<file path="config.mk">
export PLATFORM = sky130hd
export DESIGN_NAME = alu_cmd_queue_flat
export DESIGN_NICKNAME = d
export VERILOG_FILES = /design/src/rtl/alu_cmd_queue_if.sv /design/src/rtl/alu_cmd_queue.sv /design/src/flat_wrapper.sv
export SDC_FILE = /design/constraint.sdc
export NUM_CORES = 1
export LEC_CHECK = 0
export ABC_CLOCK_PERIOD_IN_PS = 6060
export CAP_MARGIN = 20
export CORE_MARGIN = 8
export CORE_UTILIZATION = 33
export CTS_CLUSTER_DIAMETER = 200
export DETAILED_ROUTE_END_ITERATION = 7
export GPL_TIMING_DRIVEN = 1
export PLACE_DENSITY_LB_ADDON = 0.08
export SLEW_MARGIN = 10
export SYNTH_ARGS = -nofsm -noshare
export SYNTH_HDL_FRONTEND = slang
export SYNTH_SLANG_ARGS = --single-unit
</file>
<file path="constraint.sdc">
create_clock -name clk -period 6.06 [get_ports clk]
set_input_delay 1.212 -clock clk [delete_from_list [all_inputs] [get_ports clk]]
set_output_delay 1.212 -clock clk [all_outputs]
set_load 0.02 [all_outputs]
</file>
<file path="src/rtl/alu_cmd_queue_if.sv">
// rtl/alu_cmd_queue_if.sv - handshake and ALU bus bundle for alu_cmd_queue
//
// Signal groups:
//   command in : in_valid, in_ready, in_a[3:0], in_b[3:0], in_op[1:0]
//   ALU side   : alu_a[3:0], alu_b[3:0], alu_op[1:0] (to ALU), alu_result[3:0] (from ALU)
//   result out : out_valid, out_ready, out_result[3:0], out_op[1:0]
//   status     : count[$clog2(DEPTH):0] FIFO occupancy
// Modports: slave is the queue's view, master is the surrounding system's view.

interface alu_cmd_queue_if #(
    parameter int DEPTH = 4
);
    localparam int CW = $clog2(DEPTH) + 1;

    logic          in_valid;
    logic          in_ready;
    logic [3:0]    in_a;
    logic [3:0]    in_b;
    logic [1:0]    in_op;
    logic [3:0]    alu_a;
    logic [3:0]    alu_b;
    logic [1:0]    alu_op;
    logic [3:0]    alu_result;
    logic          out_valid;
    logic          out_ready;
    logic [3:0]    out_result;
    logic [1:0]    out_op;
    logic [CW-1:0] count;

    modport slave (
        input  in_valid, in_a, in_b, in_op, alu_result, out_ready,
        output in_ready, alu_a, alu_b, alu_op, out_valid, out_result, out_op, count
    );

    modport master (
        output in_valid, in_a, in_b, in_op, alu_result, out_ready,
        input  in_ready, alu_a, alu_b, alu_op, out_valid, out_result, out_op, count
    );
endinterface

</file>
<file path="src/rtl/alu_cmd_queue.sv">
// rtl/alu_cmd_queue.sv - command FIFO and issue sequencer in front of the registered 4-bit ALU
//
// Ports:
//   clk   : clock, rising edge
//   rst_n : asynchronous active-low reset
//   bus   : alu_cmd_queue_if.slave - command input handshake, ALU operand/result
//           bus, result output handshake, FIFO occupancy
// Parameter DEPTH: FIFO entries, power of 2, >= 2.

module alu_cmd_queue #(
    parameter int DEPTH = 4
) (
    input  logic           clk,
    input  logic           rst_n,
    alu_cmd_queue_if.slave bus
);
    localparam int AW = $clog2(DEPTH);
    localparam int CW = AW + 1;

    typedef enum logic [1:0] {
        IDLE   = 2'd0,
        DRIVE  = 2'd1,
        SAMPLE = 2'd2,
        HOLD   = 2'd3
    } state_t;

    state_t        state;
    state_t        state_nxt;

    logic [9:0]    mem [DEPTH];
    logic [AW-1:0] wr_ptr;
    logic [AW-1:0] rd_ptr;
    logic [CW-1:0] count;
    logic [9:0]    head;
    logic          push;
    logic          pop;

    logic [3:0]    alu_a;
    logic [3:0]    alu_b;
    logic [1:0]    alu_op;
    logic          out_valid;
    logic [3:0]    out_result;
    logic [1:0]    out_op;

    // in_ready looks only at the registered count, so a pop at the closing
    // edge of a full cycle does not open the door in the same cycle.
    assign bus.in_ready   = (count < CW'(DEPTH));
    assign push           = bus.in_valid && bus.in_ready;
    assign head           = mem[rd_ptr];

    assign bus.alu_a      = alu_a;
    assign bus.alu_b      = alu_b;
    assign bus.alu_op     = alu_op;
    assign bus.out_valid  = out_valid;
    assign bus.out_result = out_result;
    assign bus.out_op     = out_op;
    assign bus.count      = count;

    // Pop decisions use the registered count, so a command pushed into an
    // empty FIFO is never bypassed straight to the ALU.
    always_comb begin
        state_nxt = state;
        pop       = 1'b0;
        case (state)
            IDLE: begin
                if (count != '0) begin
                    pop       = 1'b1;
                    state_nxt = DRIVE;
                end
            end
            DRIVE:  state_nxt = SAMPLE;
            SAMPLE: state_nxt = HOLD;
            HOLD: begin
                if (bus.out_ready) begin
                    if (count != '0) begin
                        pop       = 1'b1;
                        state_nxt = DRIVE;
                    end else begin
                        state_nxt = IDLE;
                    end
                end
            end
            default: state_nxt = IDLE;
        endcase
    end

    // Storage is not reset; entries are only read after being written.
    always_ff @(posedge clk) begin
        if (push) begin
            mem[wr_ptr] <= {bus.in_a, bus.in_b, bus.in_op};
        end
    end

    always_ff @(posedge clk or negedge rst_n) begin
        if (!rst_n) begin
            state      <= IDLE;
            wr_ptr     <= '0;
            rd_ptr     <= '0;
            count      <= '0;
            alu_a      <= '0;
            alu_b      <= '0;
            alu_op     <= '0;
            out_valid  <= 1'b0;
            out_result <= '0;
            out_op     <= '0;
        end else begin
            state <= state_nxt;

            if (push) begin
                wr_ptr <= wr_ptr + AW'(1);
            end
            if (pop) begin
                rd_ptr <= rd_ptr + AW'(1);
                alu_a  <= head[9:6];
                alu_b  <= head[5:2];
                alu_op <= head[1:0];
            end

            case ({push, pop})
                2'b10:   count <= count + CW'(1);
                2'b01:   count <= count - CW'(1);
                default: count <= count;
            endcase

            // alu_op still names the in-flight command during SAMPLE.
            if (state == SAMPLE) begin
                out_result <= bus.alu_result;
                out_op     <= alu_op;
                out_valid  <= 1'b1;
            end else if (state == HOLD && bus.out_ready) begin
                out_valid  <= 1'b0;
            end
        end
    end
endmodule

</file>
<file path="src/flat_wrapper.sv">
// flat-port wrapper written by rule: the top's interface ports become plain ports
module alu_cmd_queue_flat 
#(
    parameter int DEPTH = 4
)
  (clk, rst_n, bus_in_valid, bus_in_a, bus_in_b, bus_in_op, bus_alu_result, bus_out_ready, bus_in_ready, bus_alu_a, bus_alu_b, bus_alu_op, bus_out_valid, bus_out_result, bus_out_op, bus_count);
  alu_cmd_queue_if #(.DEPTH(DEPTH)) bus_i ();
  input  logic clk;
  input  logic rst_n;
  input wire logic [$bits(bus_i.in_valid)-1:0] bus_in_valid;
  input wire logic [$bits(bus_i.in_a)-1:0] bus_in_a;
  input wire logic [$bits(bus_i.in_b)-1:0] bus_in_b;
  input wire logic [$bits(bus_i.in_op)-1:0] bus_in_op;
  input wire logic [$bits(bus_i.alu_result)-1:0] bus_alu_result;
  input wire logic [$bits(bus_i.out_ready)-1:0] bus_out_ready;
  output wire logic [$bits(bus_i.in_ready)-1:0] bus_in_ready;
  output wire logic [$bits(bus_i.alu_a)-1:0] bus_alu_a;
  output wire logic [$bits(bus_i.alu_b)-1:0] bus_alu_b;
  output wire logic [$bits(bus_i.alu_op)-1:0] bus_alu_op;
  output wire logic [$bits(bus_i.out_valid)-1:0] bus_out_valid;
  output wire logic [$bits(bus_i.out_result)-1:0] bus_out_result;
  output wire logic [$bits(bus_i.out_op)-1:0] bus_out_op;
  output wire logic [$bits(bus_i.count)-1:0] bus_count;
  assign bus_i.in_valid = bus_in_valid;
  assign bus_i.in_a = bus_in_a;
  assign bus_i.in_b = bus_in_b;
  assign bus_i.in_op = bus_in_op;
  assign bus_i.alu_result = bus_alu_result;
  assign bus_i.out_ready = bus_out_ready;
  assign bus_in_ready = bus_i.in_ready;
  assign bus_alu_a = bus_i.alu_a;
  assign bus_alu_b = bus_i.alu_b;
  assign bus_alu_op = bus_i.alu_op;
  assign bus_out_valid = bus_i.out_valid;
  assign bus_out_result = bus_i.out_result;
  assign bus_out_op = bus_i.out_op;
  assign bus_count = bus_i.count;
  alu_cmd_queue #(.DEPTH(DEPTH)) u_core (.clk(clk), .rst_n(rst_n), .bus(bus_i));
endmodule
</file>
==> results.yml, run 1 <==
sta:
  rsz0062_at_grt: "false"
  slew_viol_final: 0
  timing.slew.headroom: 0.5177
  finalCritPeriodShare: 0.4645
  setup_tns_ns: 0
  worst_slew_pin_slew_ns: 0.7235
  fmax_mhz: 355.3
  min_period_ns: 2.815
  hold_viol: 0
  finClkSkew_ns: 0.01002
  setup_viol: 0
detailed_routing:
  first_iter_violations: 30
  wl_per_cell_um: 16.56
  route.vias.total: 1350
  wl_um: 5001
  via_per_inst: 4.470
  drt-met1-wl_um: 2225
  wl_met3_um: 236
  drtPass1Iterations: 3
  routed-wl-met2_um: 2437
  drc: 0
  top_layer: "met4"
  antenna_left: 0
floorplan:
  rows: 33
  dieArea_um2: 11360
  die_w_um: 106.6
  core_area_um2: 8093
  ios: 39
  die-height_um: 106.6
  initial_utilization: 0.3346
logic_synthesis:
  synth_cells: 146
  synth_most_common_cell: "edfxtp_1"
  yosys-top-cells-area: "edfxtp_1 44%, dfrtp_1 24%, mux4_2 6.7%"
  ys.warnings.count: 0
  avgSynthCellArea_um2: 18.55
  syn-num-nets: 174
  yosysSeqAreaShare: 0.6839
  synth_common_cells: "40 x edfxtp_1, 26 x dfrtp_1, 10 x inv_1"
  synth_edf_count: 40
  synth_seq_cells: 66
  netlist_area_um2: 2708
  synth.top_cell.area_share: 0.4436
  synth.distinct_cells: 30
  postSynth.asyncResetShare: 0.3939
  synth_flop_cell: "edfxtp_1"
  synth_top_area_cell: "edfxtp_1"
cts:
  cts_setup_buffers: 0
  cts.clk_slew.worst_paths_ns: 0.07
  cts_tree: "yes"
  cts.sinks: 66
  clockBufferDepth: 2
  cts.hold.buffers_added: 0
  cts_buffers: 9
  htreeDepth: 3
  insertion_delay_ns: 0.34
  cts_resized: 0
  cts_root_buf: "clkbuf_8"
job:
  max-cap-violations: 0
cells_and_area:
  antennaDiodeCount: 0
  drive_above_1_share: 0.2335
  syn_to_final_growth_pct: 26.62
  fin_nets: 220
grt:
  grtUsageTotal: 0.09688
  grt_max_degree: 27
  antenna_found_initial: 0
  grt.overflow.total: 0
  grt_pass1_wl_um: 8100
  grt_pass1_vias: 1507
critical_path:
  worstPathArrival_ns: 3.08
  cp_cell_sequence: "clkdlybuf4s50_1 -> a21oi_1 -> nor3_2 -> ha_1 -> inv_1 -> fa_1 -> xor2_1 -> nor2_1 -> xnor2_1"
  crit_type: "input port to flip-flop"
  critPathMaxFanout: 4
  end_kind: "flip-flop"
  required_ns: 6.32
  cpPeakStageDelay_ns: 0.53
  cp_slowest_cell: "clkdlybuf4s50_1"
  worst_setup_path_start_kind: "input port"
power_and_ir_drop:
  vdd_drop_max_mv: 0.2225
  totalPowerFinal_mw: 1.836
  power_density_nw_per_um2: 535.5
  p_leak_nw: 1.302
outcome:
  status: "complete, no violations"
placed_design:
  gp_congestion: 0.6740
  io_buffers: 38
  dp_hpwl_um: 3364
worst_hold_path:
  holdCritPathClass: "flip-flop to flip-flop"
==> state kept, by name, indices dropped and copies added (netlist names) <==
signal                 count
u_core.bus.out_op          2
u_core.bus.count           3
u_core.state               2
u_core.bus.out_valid       1
u_core.mem                40
u_core.bus.alu_a           4
u_core.bus.alu_op          2
u_core.rd_ptr              2
u_core.bus.alu_b           4
u_core.wr_ptr              2
u_core.bus.out_result      4
==> path summary, 6_finish.rpt <==
check	slack, ns	start	endpoint	depth (start not counted)
worst max-delay path	3.25	bus_out_ready	u_core.bus.count[2]	9
worst min-delay path	0.48	u_core.bus.out_valid	u_core.bus.out_valid	1
worst max register to register	3.86	u_core.state[0]	u_core.bus.count[2]	9
worst min register to register	0.48	u_core.bus.out_valid	u_core.bus.out_valid	1
max in group asynchronous	4.52	rst_n	u_core.rd_ptr[1]	2
min in group asynchronous	1.26	rst_n	u_core.bus.alu_a[0]	2
==> per-stage QoR <==
| step | hold WS (ns) | utilization | std cells | setup slack, ns | area [um2] |
|---|---|---|---|---|---|
| floorplan | 0.4989 | - | 146 | 3.345 | 2708 |
| global placement | 0.4635 | 0.3955 | 286 | 2.985 | 3201 |
| detailed placement | 0.4733 | 0.3955 | 286 | 2.892 | 3201 |
| CTS | 0.4902 | 0.4236 | 302 | 3.264 | 3428 |
| global route | 0.5075 | 0.4236 | 302 | 3.118 | 3428 |
| finish | 0.4826 | 0.4236 | 302 | 3.245 | 3428 |
==> power by group <==
group	leakage, nW	switching, mW	internal (mW)
registers	0.668	0.104	0.614
logic	0.521	0.315	0.395
clock network	0.112	0.165	0.243
==> metal layers <==
metal / GRT usage / vias up
met5: 0 / -
met4: 0.06030 / 0
met3: 0.03059 / 9
met2: 0.1501 / 31
li1: - / 632
met1: 0.1153 / 678
==> cell families after synthesis <==
kind of cell,share of synthesized area
and+or+nand+nor,0.03420
xor gates and xnor gates,0.01941
AOI/OAI and AO/OA,0.01571
DFF,0.6839
muxes,0.1714
buffers and inverters,0.02634
adders and majority gates,0.04898
==> critical path: cells and delay by family <==
family          cells  cell delay, ns
compound gates      1            0.11
fa+ha+maj           2            0.59
xor+xnor            2            0.28
simple gates        2            0.29
buf+inv             2            0.59
==> area by class of cell <==
type / instances / area, um2
fill: 772 / 4664
sequential: 66 / 1852
multi-input combinational: 65 / 784.5
timing repair buffer: 40 / 395.4
clock buffer: 10 / 137.6
tap: 105 / 131.4
clock inverter: 6 / 90.09
inverter: 10 / 37.54
==> cells in the final DEF (no fill, tap or decap), drive strengths merged, types with 2 or more instances in the layout <==
cell type and count:
nand2 3, clkbuf 10, mux4 10, ha 9, xor2 3, clkinv 3
buf 2, inv 10, edfxtp 40, nor3 2, mux2 17, and2 4
bufinv 2, clkdlybuf4s50 38, xnor2 3, dfrtp 26
No activity file was read; power rests on OpenSTA's default activity.
==> run 2: changes to the inputs <==
--- a/config.mk
+++ b/config.mk
@@ -5,7 +5,7 @@
 export SDC_FILE = /design/constraint.sdc
 export NUM_CORES = 1
 export LEC_CHECK = 0
-export ABC_CLOCK_PERIOD_IN_PS = 6060
+export ABC_CLOCK_PERIOD_IN_PS = 2700
 export CAP_MARGIN = 20
 export CORE_MARGIN = 8
 export CORE_UTILIZATION = 33
==> constraint.sdc (replaced) <==
create_clock -name clk -period 2.7 [get_ports clk]
set_input_delay 0.54 -clock clk [delete_from_list [all_inputs] [get_ports clk]]
set_output_delay 0.54 -clock clk [all_outputs]
set_load 0.02 [all_outputs]
==> run 2 against run 1 <==
Net effect: routed wire length is 2.2% higher; via count is 3.4% higher; hold slack worse by 0.00091 ns; global-route usage is 0.36 points lower; power is 120% higher; first-iteration DRC count is 20% lower; combinational power is 130% higher; die area stayed put; register-to-register slack worse by 3.4 ns; final cell count is 2.0% higher; final area is 0.40% higher.
==> results.yml, run 2 (same netlist as run 1, synthesis figures left out) <==
critical_path:
  crit_type: "flip-flop to flip-flop"
  crit_start: "u_core.state[0]"
  critPathMaxFanout: 4
  r2r-start: "u_core.state[0]"
  required_ns: 2.96
  worstPathArrival_ns: 2.48
  end_kind: "flip-flop"
  worst_setup_path_start_kind: "flip-flop"
placed_design:
  dp_hpwl_um: 3488
  place_area_um2: 3246
  io_buffers: 38
  post-place-ws_ns: 0.2120
  gp_congestion: 0.7141
cells_and_area:
  fin_nets: 226
  layout_commonest_cell: "edfxtp_1"
  drive_above_1_share: 0.2512
  syn_to_final_growth_pct: 27.13
  largest_reg_flops: 40
  antennaDiodeCount: 0
  layout_common_cells: "40 x edfxtp_1, 38 x clkdlybuf4s50_1, 26 x dfrtp_1"
  largest-register: "u_core.mem"
  stdcell_area_um2: 3442
floorplan:
  dieArea_um2: 11360
  initial_utilization: 0.3346
  die-height_um: 106.6
  die_w_um: 106.6
  rows: 33
  ios: 39
  core_area_um2: 8093
job:
  max-cap-violations: 0
sta:
  rsz0062_at_grt: "false"
  min_period_ns: 2.222
  hold_viol: 0
  finClkSkew_ns: 0.008138
  worst_slew_pin_slew_ns: 0.5632
  finalCritPeriodShare: 0.8230
  fmax_mhz: 450.0
  whs_ns: 0.4817
  setup_viol: 0
  fin_ws_ns: 0.4780
  slew_viol_final: 0
  timing.slew.headroom: 0.6246
  setup_tns_ns: 0
grt:
  grtUsageTotal: 0.09323
  grt_pass1_vias: 1508
  grt_max_degree: 27
  grt_pass1_wl_um: 7928
  grt.overflow.total: 0
  antenna_found_initial: 0
cts:
  insertion_delay_ns: 0.33
  htreeDepth: 3
  cts_buffers: 9
  cts_root_buf: "clkbuf_8"
  clockBufferDepth: 2
  cts.clk_slew.worst_paths_ns: 0.07
  cts_tree: "yes"
  cts.sinks: 66
  cts_setup_buffers: 0
  cts.hold.buffers_added: 0
  cts_resized: 0
worst_hold_path:
  min_from: "u_core.bus.out_valid"
  holdCritPathClass: "flip-flop to flip-flop"
power_and_ir_drop:
  power_density_nw_per_um2: 1179
  vdd_drop_max_mv: 0.4577
  p_leak_nw: 1.316
  totalPowerFinal_mw: 4.058
detailed_routing:
  antenna_left: 0
  wl_um: 5109
  route.vias.total: 1396
  first_iter_violations: 24
  wl_per_cell_um: 16.59
  drtPass1Iterations: 3
  drc: 0
  via_per_inst: 4.532
outcome:
  status: "complete, no violations"
==> run 2: changes by cell type in the layout (fill, tap and decap cells not counted), sizes merged <==
cell / previous run / this run
clkinv: 3 / 2
clkinvlp: 1 / 2
buf: 2 / 8
clkbuf: 10 / 11
bufinv: 2 / 1
==> run 2: stage by stage <==
stage                     utilization  instances
after floorplan                     -        146
after global placement         0.4011        292
after detailed placement       0.4011        292
after CTS                      0.4253        308
after global routing           0.4253        308
final                          0.4253        308
==> run 2: power by group <==
group | total [mW] | internal [mW] | switching (mW)
Clock | 0.809 | 0.448 | 0.361
Combinational | 1.66 | 0.917 | 0.745
Sequential | 1.59 | 1.38 | 0.209
Total | 4.06 | 2.74 | 1.32
==> run 2: area by class of cell <==
class | instances | area, um2
clock buffer | 11 | 141.4
clock inverter | 5 | 55.05
fill | 762 | 4651
inverter | 10 | 37.54
multi-input combinational | 65 | 784.5
sequential | 66 | 1852
tap | 105 | 131.4
timing repair buffer | 46 | 440.4
==> run 2: path summary, 6_finish.rpt <==
| kind | endpoint | slack (ns) | cells past startpoint |
|---|---|---|---|
| min | u_core.bus.out_valid | 0.48 | 1 |
| min reg2reg | u_core.bus.out_valid | 0.48 | 1 |
| min in group asynchronous | u_core.bus.alu_a[0] | 0.59 | 2 |
| max | u_core.bus.count[2] | 0.48 | 9 |
| max reg2reg | u_core.bus.count[2] | 0.48 | 9 |
| max in group asynchronous | u_core.bus.out_result[3] | 1.84 | 2 |
==> run 2: critical path: stages (launching register included) <==
cell	delay, ns
dfrtp_1	0.41
inv_1	0.11
ha_1	0.35
nor3_2	0.25
ha_1	0.22
inv_1	0.06
fa_1	0.38
xor2_1	0.15
nor2_1	0.11
xnor2_1	0.12
==> run 2: layer usage <==
| layer | vias to the layer above | global-route usage | share of wire |
|---|---|---|---|
| li1 | 643 | - | - |
| met5 | - | 0 | 0 |
| met3 | 9 | 0.02999 | 0.054 |
| met4 | 0 | 0.04824 | 0.018 |
| met2 | 35 | 0.1545 | 0.50 |
| met1 | 709 | 0.1057 | 0.42 |
